==> src/rtl/pd_inout_f0f1_dec_pkg.sv <==
// Shared CLEFIA constants and the F0/F1 I/O controller state encoding.
package clefia_pkg;
    localparam int WORD_W  = 32;
    localparam int ROUND_W = 5;
    localparam int NR_128  = 18;
    localparam int NR_192  = 22;
    localparam int NR_256  = 26;

    typedef enum logic [1:0] {
        IDLE  = 2'd0,
        LOAD  = 2'd1,
        ROUND = 2'd2,
        DONE  = 2'd3
    } state_t;
endpackage

==> src/rtl/pd_inout_f0f1_dec_if.sv <==
// Data/handshake bundle between the F0/F1 decrypt I/O controller and its driver.
interface pd_inout_f0f1_dec_if;
    import clefia_pkg::*;

    logic                in_start;
    logic [WORD_W-1:0]   in_word;
    logic [WORD_W-1:0]   in_branch;
    logic [WORD_W-1:0]   in_F;
    logic [WORD_W-1:0]   in_wk;
    logic [WORD_W-1:0]   out_F;
    logic [WORD_W-1:0]   out_fb;
    logic [WORD_W-1:0]   out_result;
    logic [ROUND_W-1:0]  out_round;
    logic                out_busy;
    logic                out_done;

    modport master (
        output in_start, in_word, in_branch, in_F, in_wk,
        input  out_F, out_fb, out_result, out_round, out_busy, out_done
    );

    modport slave (
        input  in_start, in_word, in_branch, in_F, in_wk,
        output out_F, out_fb, out_result, out_round, out_busy, out_done
    );
endinterface

==> src/rtl/pd_delay_line.sv <==
// PIPE-deep word-wide shift register; tail realigns feedback with F latency.
module pd_delay_line
    import clefia_pkg::*;
#(
    parameter int PIPE = 3,
    parameter int W    = WORD_W
) (
    input  logic         clk,
    input  logic         rst,
    input  logic         en,
    input  logic [W-1:0] d,
    output logic [W-1:0] tail
);
    logic [PIPE-1:0][W-1:0] chain;

    always_ff @(posedge clk) begin
        if (rst) begin
            chain <= '0;
        end else if (en) begin
            chain[0] <= d;
            for (int i = 1; i < PIPE; i++) chain[i] <= chain[i-1];
        end
    end

    assign tail = chain[PIPE-1];
endmodule

==> src/rtl/pd_inout_f0f1_dec.sv <==
// CLEFIA GFN^-1 F0/F1 branch I/O controller: load, feedback delay, descending rounds.
// Optional in-block whitening with in_wk when PD_DEC_WHITEN_EN is defined.
module pd_inout_f0f1_dec
    import clefia_pkg::*;
#(
    parameter int NR   = 18,
    parameter int PIPE = 3
) (
    input  logic                 clk,
    input  logic                 rst,
    pd_inout_f0f1_dec_if.slave   bus
);
    localparam int PH_W = 3;
    localparam logic [ROUND_W-1:0] ROUND_TOP = ROUND_W'(NR - 1);
    localparam logic [PH_W-1:0]    PH_LAST   = PH_W'(PIPE - 1);

    state_t               state_q, state_d;
    logic [WORD_W-1:0]    load_q;
    logic [WORD_W-1:0]    result_q;
    logic [ROUND_W-1:0]   round_q;
    logic [PH_W-1:0]      phase_q;
    logic [WORD_W-1:0]    r;
    logic [WORD_W-1:0]    fb;
    logic [WORD_W-1:0]    cap_word;
    logic [WORD_W-1:0]    fin_word;
    logic                 in_round;
    logic                 last_phase;

    assign r          = bus.in_branch ^ bus.in_F;
    assign in_round   = (state_q == ROUND);
    assign last_phase = (phase_q == PH_LAST);

`ifdef PD_DEC_WHITEN_EN
    assign cap_word = bus.in_word ^ bus.in_wk;
    assign fin_word = r ^ bus.in_wk;
`else
    logic unused_wk;
    assign unused_wk = ^bus.in_wk;
    assign cap_word  = bus.in_word;
    assign fin_word  = r;
`endif

    pd_delay_line #(.PIPE(PIPE), .W(WORD_W)) u_delay (
        .clk  (clk),
        .rst  (rst),
        .en   (in_round),
        .d    (r),
        .tail (fb)
    );

    always_ff @(posedge clk) begin
        if (rst) begin
            state_q  <= IDLE;
            load_q   <= '0;
            result_q <= '0;
            round_q  <= '0;
            phase_q  <= '0;
        end else begin
            state_q <= state_d;
            case (state_q)
                IDLE: if (bus.in_start) begin
                    load_q  <= cap_word;
                    round_q <= ROUND_TOP;
                end
                LOAD: phase_q <= '0;
                ROUND: begin
                    if (last_phase) begin
                        phase_q <= '0;
                        if (round_q != '0) round_q  <= round_q - 1'b1;
                        else               result_q <= fin_word;
                    end else begin
                        phase_q <= phase_q + 1'b1;
                    end
                end
                default: ;
            endcase
        end
    end

    always_comb begin
        state_d = state_q;
        case (state_q)
            IDLE:    if (bus.in_start) state_d = LOAD;
            LOAD:    state_d = ROUND;
            ROUND:   if (last_phase && round_q == '0) state_d = DONE;
            DONE:    state_d = IDLE;
            default: state_d = IDLE;
        endcase
    end

    // First round consumes the loaded word; later rounds consume the realigned feedback.
    always_comb begin
        bus.out_F = '0;
        if (state_q == LOAD)                   bus.out_F = load_q;
        else if (in_round && round_q == ROUND_TOP) bus.out_F = load_q;
        else if (in_round)                     bus.out_F = fb;
    end

    assign bus.out_fb     = fb;
    assign bus.out_result = result_q;
    assign bus.out_round  = round_q;
    assign bus.out_busy   = (state_q == LOAD) || in_round;
    assign bus.out_done   = (state_q == DONE);
endmodule

==> src/flat_wrapper.sv <==
// flat-port wrapper written by rule: the top's interface ports become plain ports
module pd_inout_f0f1_dec_flat import clefia_pkg::*;
#(
    parameter int NR   = 18,
    parameter int PIPE = 3
)
  (clk, rst, bus_in_start, bus_in_word, bus_in_branch, bus_in_F, bus_in_wk, bus_out_F, bus_out_fb, bus_out_result, bus_out_round, bus_out_busy, bus_out_done);
  pd_inout_f0f1_dec_if bus_i ();
  input  logic clk;
  input  logic rst;
  input wire logic [$bits(bus_i.in_start)-1:0] bus_in_start;
  input wire logic [$bits(bus_i.in_word)-1:0] bus_in_word;
  input wire logic [$bits(bus_i.in_branch)-1:0] bus_in_branch;
  input wire logic [$bits(bus_i.in_F)-1:0] bus_in_F;
  input wire logic [$bits(bus_i.in_wk)-1:0] bus_in_wk;
  output wire logic [$bits(bus_i.out_F)-1:0] bus_out_F;
  output wire logic [$bits(bus_i.out_fb)-1:0] bus_out_fb;
  output wire logic [$bits(bus_i.out_result)-1:0] bus_out_result;
  output wire logic [$bits(bus_i.out_round)-1:0] bus_out_round;
  output wire logic [$bits(bus_i.out_busy)-1:0] bus_out_busy;
  output wire logic [$bits(bus_i.out_done)-1:0] bus_out_done;
  assign bus_i.in_start = bus_in_start;
  assign bus_i.in_word = bus_in_word;
  assign bus_i.in_branch = bus_in_branch;
  assign bus_i.in_F = bus_in_F;
  assign bus_i.in_wk = bus_in_wk;
  assign bus_out_F = bus_i.out_F;
  assign bus_out_fb = bus_i.out_fb;
  assign bus_out_result = bus_i.out_result;
  assign bus_out_round = bus_i.out_round;
  assign bus_out_busy = bus_i.out_busy;
  assign bus_out_done = bus_i.out_done;
  pd_inout_f0f1_dec #(.NR(NR), .PIPE(PIPE)) u_core (.clk(clk), .rst(rst), .bus(bus_i));
endmodule
==> config.mk <==
export PLATFORM = sky130hd
export DESIGN_NAME = pd_inout_f0f1_dec_flat
export DESIGN_NICKNAME = d
export VERILOG_FILES = /design/src/rtl/pd_inout_f0f1_dec_pkg.sv /design/src/rtl/pd_inout_f0f1_dec_if.sv /design/src/rtl/pd_delay_line.sv /design/src/rtl/pd_inout_f0f1_dec.sv /design/src/flat_wrapper.sv
export SDC_FILE = /design/constraint.sdc
export NUM_CORES = 1
export LEC_CHECK = 0
export ABC_AREA = 1
export BUFFER_PORTS_ARGS = -buffer_cell sky130_fd_sc_hd__buf_2
export CAP_MARGIN = 15
export CORE_ASPECT_RATIO = 1.25
export CORE_MARGIN = 2
export CORE_UTILIZATION = 35
export CTS_CLUSTER_DIAMETER = 120
export DETAILED_ROUTE_END_ITERATION = 7
export GPL_ROUTABILITY_DRIVEN = 0
export PLACE_DENSITY = 0.64
export SYNTH_ARGS = -nofsm -noshare
export SYNTH_HDL_FRONTEND = slang
export SYNTH_SLANG_ARGS = --single-unit
==> constraint.sdc <==
create_clock -name clk -period 1.8 [get_ports clk]
set_clock_uncertainty 0.1 [all_clocks]
set_input_delay 0.18 -clock clk [delete_from_list [all_inputs] [get_ports clk]]
set_output_delay 0.18 -clock clk [all_outputs]
set_load 0.1 [all_outputs]
# Yosys cells after proc, flatten, opt, wreduce, memory -nomap -nowiden
# Cells that the tools add are included.
op_classes:
  add_sub_neg: 2
  n_eq_ne: 9
  muxes: 12
  bitwise_logic: 2
  reduce_logical: 12
ops:
  columns: ["cell", "n"]
  rows:
  - ["$mux W32", 3]
  - ["$xor A32 B32 Y32", 1]
  - ["$mux W5", 3]
  - ["$pmux W5 S2", 1]
  - ["$ne A2 B2 Y1 const B", 4]
  - ["$pmux W2 S4", 1]
  - ["$pmux W3 S2", 1]
  - ["$eq A5 B5 Y1 const B", 1]
  - ["$logic_not A5 Y1", 1]
  - ["$reduce_bool A5 Y1", 1]
  - ["$sub A5 B1 Y5 const B", 1]
  - ["$eq A2 B2 Y1 const B", 2]
  - ["$mux W2", 2]
  - ["$reduce_and A2 Y1", 2]
  - ["$reduce_and A4 Y1", 1]
  - ["$reduce_bool A2 Y1", 2]
  - ["$add A3 B1 Y3 const B", 1]
  - ["$eq A3 B2 Y1 const B", 1]
  - ["$mux W3", 1]
  - ["$reduce_and A3 Y1", 1]
  - ["$eq A2 B1 Y1 const B", 1]
  - ["$logic_and A1 B1 Y1", 2]
  - ["$logic_not A2 Y1", 1]
  - ["$logic_or A1 B1 Y1", 1]
  - ["$not A1 Y1", 1]
word_totals:
  regBits: 170
  input_bits: 131
  elab_cells: 45

# Longest topological paths before layout
depth:
  ltp_word: 4
  ltp_mapped: 9

# Cells and area by module
# From an unflattened synthesis, not the netlist that was laid out.
unflattened:
  hier_cells: 1162
  area_unflattened_um2: 7862.5
by_module_without_submodules:
  columns: ["mod", "n_inst", "cells_per_inst", "area_each_um2"]
  rows:
  - ["pd_delay_line", 1, 640, 4254.1]
  - ["pd_inout_f0f1_dec", 1, 522, 3608.5]

# Worst setup path before layout
# OpenSTA, ideal clock, no wires.
synth_timing:
  kind: "reg2out"
  start: "reg u_core.round_q[1], in the netlist u_core.bus.out_round[1]"
  end: "out bus_out_F[21]"
  arrival_ns: 3.892
  setup_slack_ns: -2.372
  path_stages_with_launch: 7
  n_path_buf: 1
  cell_sequence: "dfxtp_1 -> inv_1 -> ha_1 -> nand3_1 -> o21bai_4 -> buf_2 -> o21ai_0"
synth_via:
  elab_chain_len: 4
synth_lines:
  columns: ["element", "line", "source"]
  rows:
  - ["start, declared", "pd_inout_f0f1_dec.sv:20", "logic [ROUND_W-1:0] round_q;"]
  - ["start signal, assigned", "pd_inout_f0f1_dec.sv:69", "if (round_q != '0) round_q <= round_q - 1'b1;"]
  - ["$eq A5 B5 Y1", "pd_inout_f0f1_dec.sv:95", "else if (in_round && round_q == ROUND_TOP) bus.out_F = load_q;"]
  - ["$logic_and A1 B1 Y1", "pd_inout_f0f1_dec.sv:95", null]
  - ["$mux W32", "pd_inout_f0f1_dec.sv:95", null]
  - ["$mux W32", "pd_inout_f0f1_dec.sv:94", "if (state_q == LOAD) bus.out_F = load_q;"]
  - ["end, declared", "flat_wrapper.sv:16", "output wire logic [$bits(bus_i.out_F)-1:0] bus_out_F;"]
# Every way passes these cells.

# Final worst setup path
layout_timing:
  start: "reg u_core.state_q[0]"
  end: "out bus_out_F[22]"
layout_via:
  elab_chain_len: 4
layout_lines:
  columns: ["element", "line", "source"]
  rows:
  - ["start, declared", "pd_inout_f0f1_dec.sv:17", "state_t state_q, state_d;"]
  - ["start signal, assigned", "pd_inout_f0f1_dec.sv:59", "state_q <= state_d;"]
  - ["$eq A2 B2 Y1", "pd_inout_f0f1_dec.sv:30", "assign in_round = (state_q == ROUND);"]
  - ["$mux W32 or $logic_and A1 B1 Y1 (tied branches)", "pd_inout_f0f1_dec.sv:96, pd_inout_f0f1_dec.sv:95", null]
  - ["$mux W32", "pd_inout_f0f1_dec.sv:95", null]
  - ["$mux W32 *", "pd_inout_f0f1_dec.sv:94", null]
# Every way passes the cells marked *; elsewhere a longest branch is shown, timed or not.

==> results.sh <==
export IMPL_status="complete, but fails checks"
export IMPL_violations="negative setup slack"
export IMPL_layoutNonFillerInstCount=1500
export IMPL_powerDensity_mw_per_mm2=1750
export IMPL_crit_required_ns=1.52
export IMPL_synthToLayoutAreaGrowth_pct=53.2
export IMPL_dp_hpwl_um=13100
export IMPL_swShare_pct=48.5
export IMPL_holdPathEnd="u_core.u_delay.chain[27]"
export IMPL_firstDrtPassIters=4
export IMPL_critPathSlowestCell="dfxtp_2"
export IMPL_cts_root_buf="clkbuf_16"
export IMPL_syn_inst=983
export IMPL_grt_pass1_vias=6345
export IMPL_synth_area_top_cells="dfxtp_1, nor2_1, o21ai_0"
export IMPL_fin_ws_ns=-0.454
export IMPL_maxCapViolCount=0
export IMPL_vias=6733
export IMPL_r2r_slack_ns=-0.01
export IMPL_dp_cells=1403
export IMPL_final_hold_viol_count=0
export IMPL_wire_per_inst_um=13.3
export IMPL_nNetsFinal=1355
export IMPL_die_width_um=132
export IMPL_synth_ff_type="dfxtp_1"
export IMPL_start_util_pct=35.8
export IMPL_ys_types=25
export IMPL_cts_max_level=4
export IMPL_rsz0062_at_grt="true"
export IMPL_place_area_mm2=0.00948
export IMPL_numCtsBuffers=17
export IMPL_p_seq_share_pct=29.6
export IMPL_wirelength_um=19900
export IMPL_max_slew_margin_pct=66.2
export IMPL_arrival_ns=1.97
export IMPL_synth_yosys_seq_area_share_pct=47.2
export IMPL_worst_pin_slew_ns=0.511
export IMPL_drtIter0Drc=409
export IMPL_clockBufferDepth=2
export IMPL_overflow=0
export IMPL_synth_edff_count=0
export IMPL_max_stage_delay_ns=0.33
export IMPL_synth_nets=1121
export IMPL_clock_latency_ns=0.43
export IMPL_crit_path_start_kind="flop"
export IMPL_rows=58
export IMPL_setup_violations=34
export IMPL_path_max_fanout=7
export IMPL_worstHoldStart="bus_in_branch[27]"
export IMPL_power_mw=19.3
export IMPL_worstRegToRegCells=10
export IMPL_final_area_mm2=0.0111
export IMPL_grt_pass1_wl_um=31800
export IMPL_grt_max_degree=64
export IMPL_drc=0
export IMPL_end_kind="primary output"
export IMPL_timing_rr_end="u_core.load_q[15]"
export IMPL_core_mm2=0.0202
export IMPL_cts_sinks=170
export IMPL_pwr_share_clk_pct=18.3
export IMPL_intPower_mw=9.95
export IMPL_io_pins=234
export IMPL_worstSetupPathType="flop to primary output"
export IMPL_die_h_um=165
export IMPL_p_leak_nw=5.40
export IMPL_p_sw_mw=9.36
export IMPL_vdd_drop_max_uv=992
export IMPL_portBuffers=201
export IMPL_avgSynthCellArea_um2=7.34
export IMPL_combPwrFrac_pct=52.1
export IMPL_antenna_left=0
export IMPL_min_path_cells=5
export IMPL_fillCellCount=1834
export IMPL_diodes=0
export IMPL_synth_top_area_cell="dfxtp_1"
export IMPL_detailedPlace_worstSlack_ns=-0.0584
export IMPL_min_period_ns=2.25
export IMPL_cts_tree="built"
export IMPL_synth_seq_cells=170
export IMPL_yosysTopAreaCellShare_pct=47.2
export IMPL_grt_total_usage_pct=18.0
export IMPL_synth_warning_count=0
export IMPL_grt_antenna_before_repair=0
export IMPL_hp_class="input pin to flop"
export IMPL_synthTopCellsByCount="nor2_1, o21ai_0, dfxtp_1, nand2_1, inv_1"
export IMPL_yosys_cell_count_top_type="nor2_1"
export IMPL_fmax_mhz=444
export IMPL_finalCritPeriodShare_pct=125
export IMPL_crit_chain="buf_6, ha_4, o21bai_4, buf_12, buf_8, buf_6, o21ai_4, buf_12"
export IMPL_clk_pin_slew_worst_paths_ns=0.07
export IMPL_async_reset_ff_share_pct=0
export IMPL_syn_area_mm2=0.00721
export IMPL_slew_viol_final=0
export IMPL_layout_drive_gt1_share_pct=30.7
export IMPL_r2r_start="u_core.state_q[0]"
export IMPL_viasPerCell=4.49
export IMPL_dieArea_mm2=0.0218
==> routing by layer <==
metal	global-route usage [%]	vias to the layer above	wire, um
met5	0	-	0
met4	5.28	0	223
met3	3.96	14	842
met2	29.1	167	9250
met1	24.0	3005	9590
li1	-	3547	-
==> power by group through the flow <==
stage	logic [mW]	clock network [mW]	registers, mW
2_1_floorplan	6.78	0	5.96
3_3_place_gp	9.08	0	5.64
3_5_place_dp	9.17	0	5.67
4_1_cts	9.96	3.66	5.66
5_1_grt	10.7	3.81	5.85
6_report	10.1	3.54	5.71
==> timing repair <==
action                                 in CTS  in global routing
setup buffers                               7                  4
pin swaps                                  16                  5
endpoints found under the hold margin      44                  0
gates cloned                                4                  1
setup endpoints to repair                  34                 72
hold buffers                               52                  0
gates resized for setup                    53                 30
==> logic make-up (layout without fill, tap and decap cells) <==
group           after synthesis  count (layout)  synth area share [%]
simple gates                383             383                  20.6
fa+ha+maj                     7               7                  1.21
compound gates              220             220                  16.0
xor+xnor                     33              33                  4.01
flops                       170             170                  47.2
buf+inv                     170             417                  11.0
==> layout make-up <==
cell class	count	area (um^2)	area share (%)
clock buffers	17	425	3.85
clock inverters	15	143	1.29
inverters	77	298	2.69
multi-input cells	643	3650	33.0
flip-flops and latches	170	3430	31.0
well taps	270	338	3.06
repair buffers	308	2770	25.1
==> metrics by stage <==
stage / hold slack, ns / TNS (ns) / util [%]
2_1_floorplan: 0.247 / -7.41 / -
3_3_place_gp: 0.328 / -0.0896 / 47.0
3_5_place_dp: 0.339 / -0.598 / 47.0
4_1_cts: 0.0000763 / -14.19 / 54.2
5_1_grt: 0.0144 / -18.71 / 54.8
6_report: 0.00387 / -13.16 / 54.8
==> layout by cell type (no fill, tap or decap), drive strengths merged, types with 2 or more instances in the layout <==
cell | netlist | layout
nor2 | 274 | 274
buf | 61 | 254
o21ai | 182 | 182
dfxtp | 170 | 170
nand2 | 97 | 97
inv | 77 | 88
dlygate4sd3 | 0 | 52
a21oi | 22 | 22
xnor2 | 18 | 18
clkbuf | 32 | 18
xor2 | 15 | 15
o211ai | 14 | 14
ha | 7 | 7
nand4 | 5 | 5
nand3 | 4 | 4
nor3 | 2 | 2
clkinvlp | 0 | 2
clkinv | 0 | 2
==> registers in the layout (all words and copies together), names as in the netlist <==
signal and flops:
u_core.u_delay.tail 32, u_core.phase_q 3, u_core.bus.out_round 5, u_core.bus.out_result 32
u_core.load_q 32, u_core.u_delay.chain 64, u_core.state_q 2
==> worst max-delay path by stage <==
| stage | from | end | slack (ns) |
|---|---|---|---|
| final | u_core.state_q[0] | bus_out_F[22] | -0.45 |
| after global routing | u_core.state_q[0] | bus_out_F[23] | -0.54 |
| after CTS | u_core.state_q[0] | bus_out_F[27] | -0.48 |
| after detailed placement | u_core.state_q[0] | bus_out_F[26] | -0.06 |
| after global placement | u_core.state_q[0] | bus_out_F[28] | -0.01 |
| after floorplan | u_core.bus.out_round[1] | bus_out_F[21] | -0.24 |
==> worst max-delay path: cells and delay by family (launching register included) <==
| kind | cells | cell delay (ns) |
|---|---|---|
| buf+inv | 5 | 0.73 |
| flops | 1 | 0.33 |
| fa+ha+maj | 1 | 0.14 |
| compound gates | 2 | 0.34 |
Power figures use the tool's default switching activity.
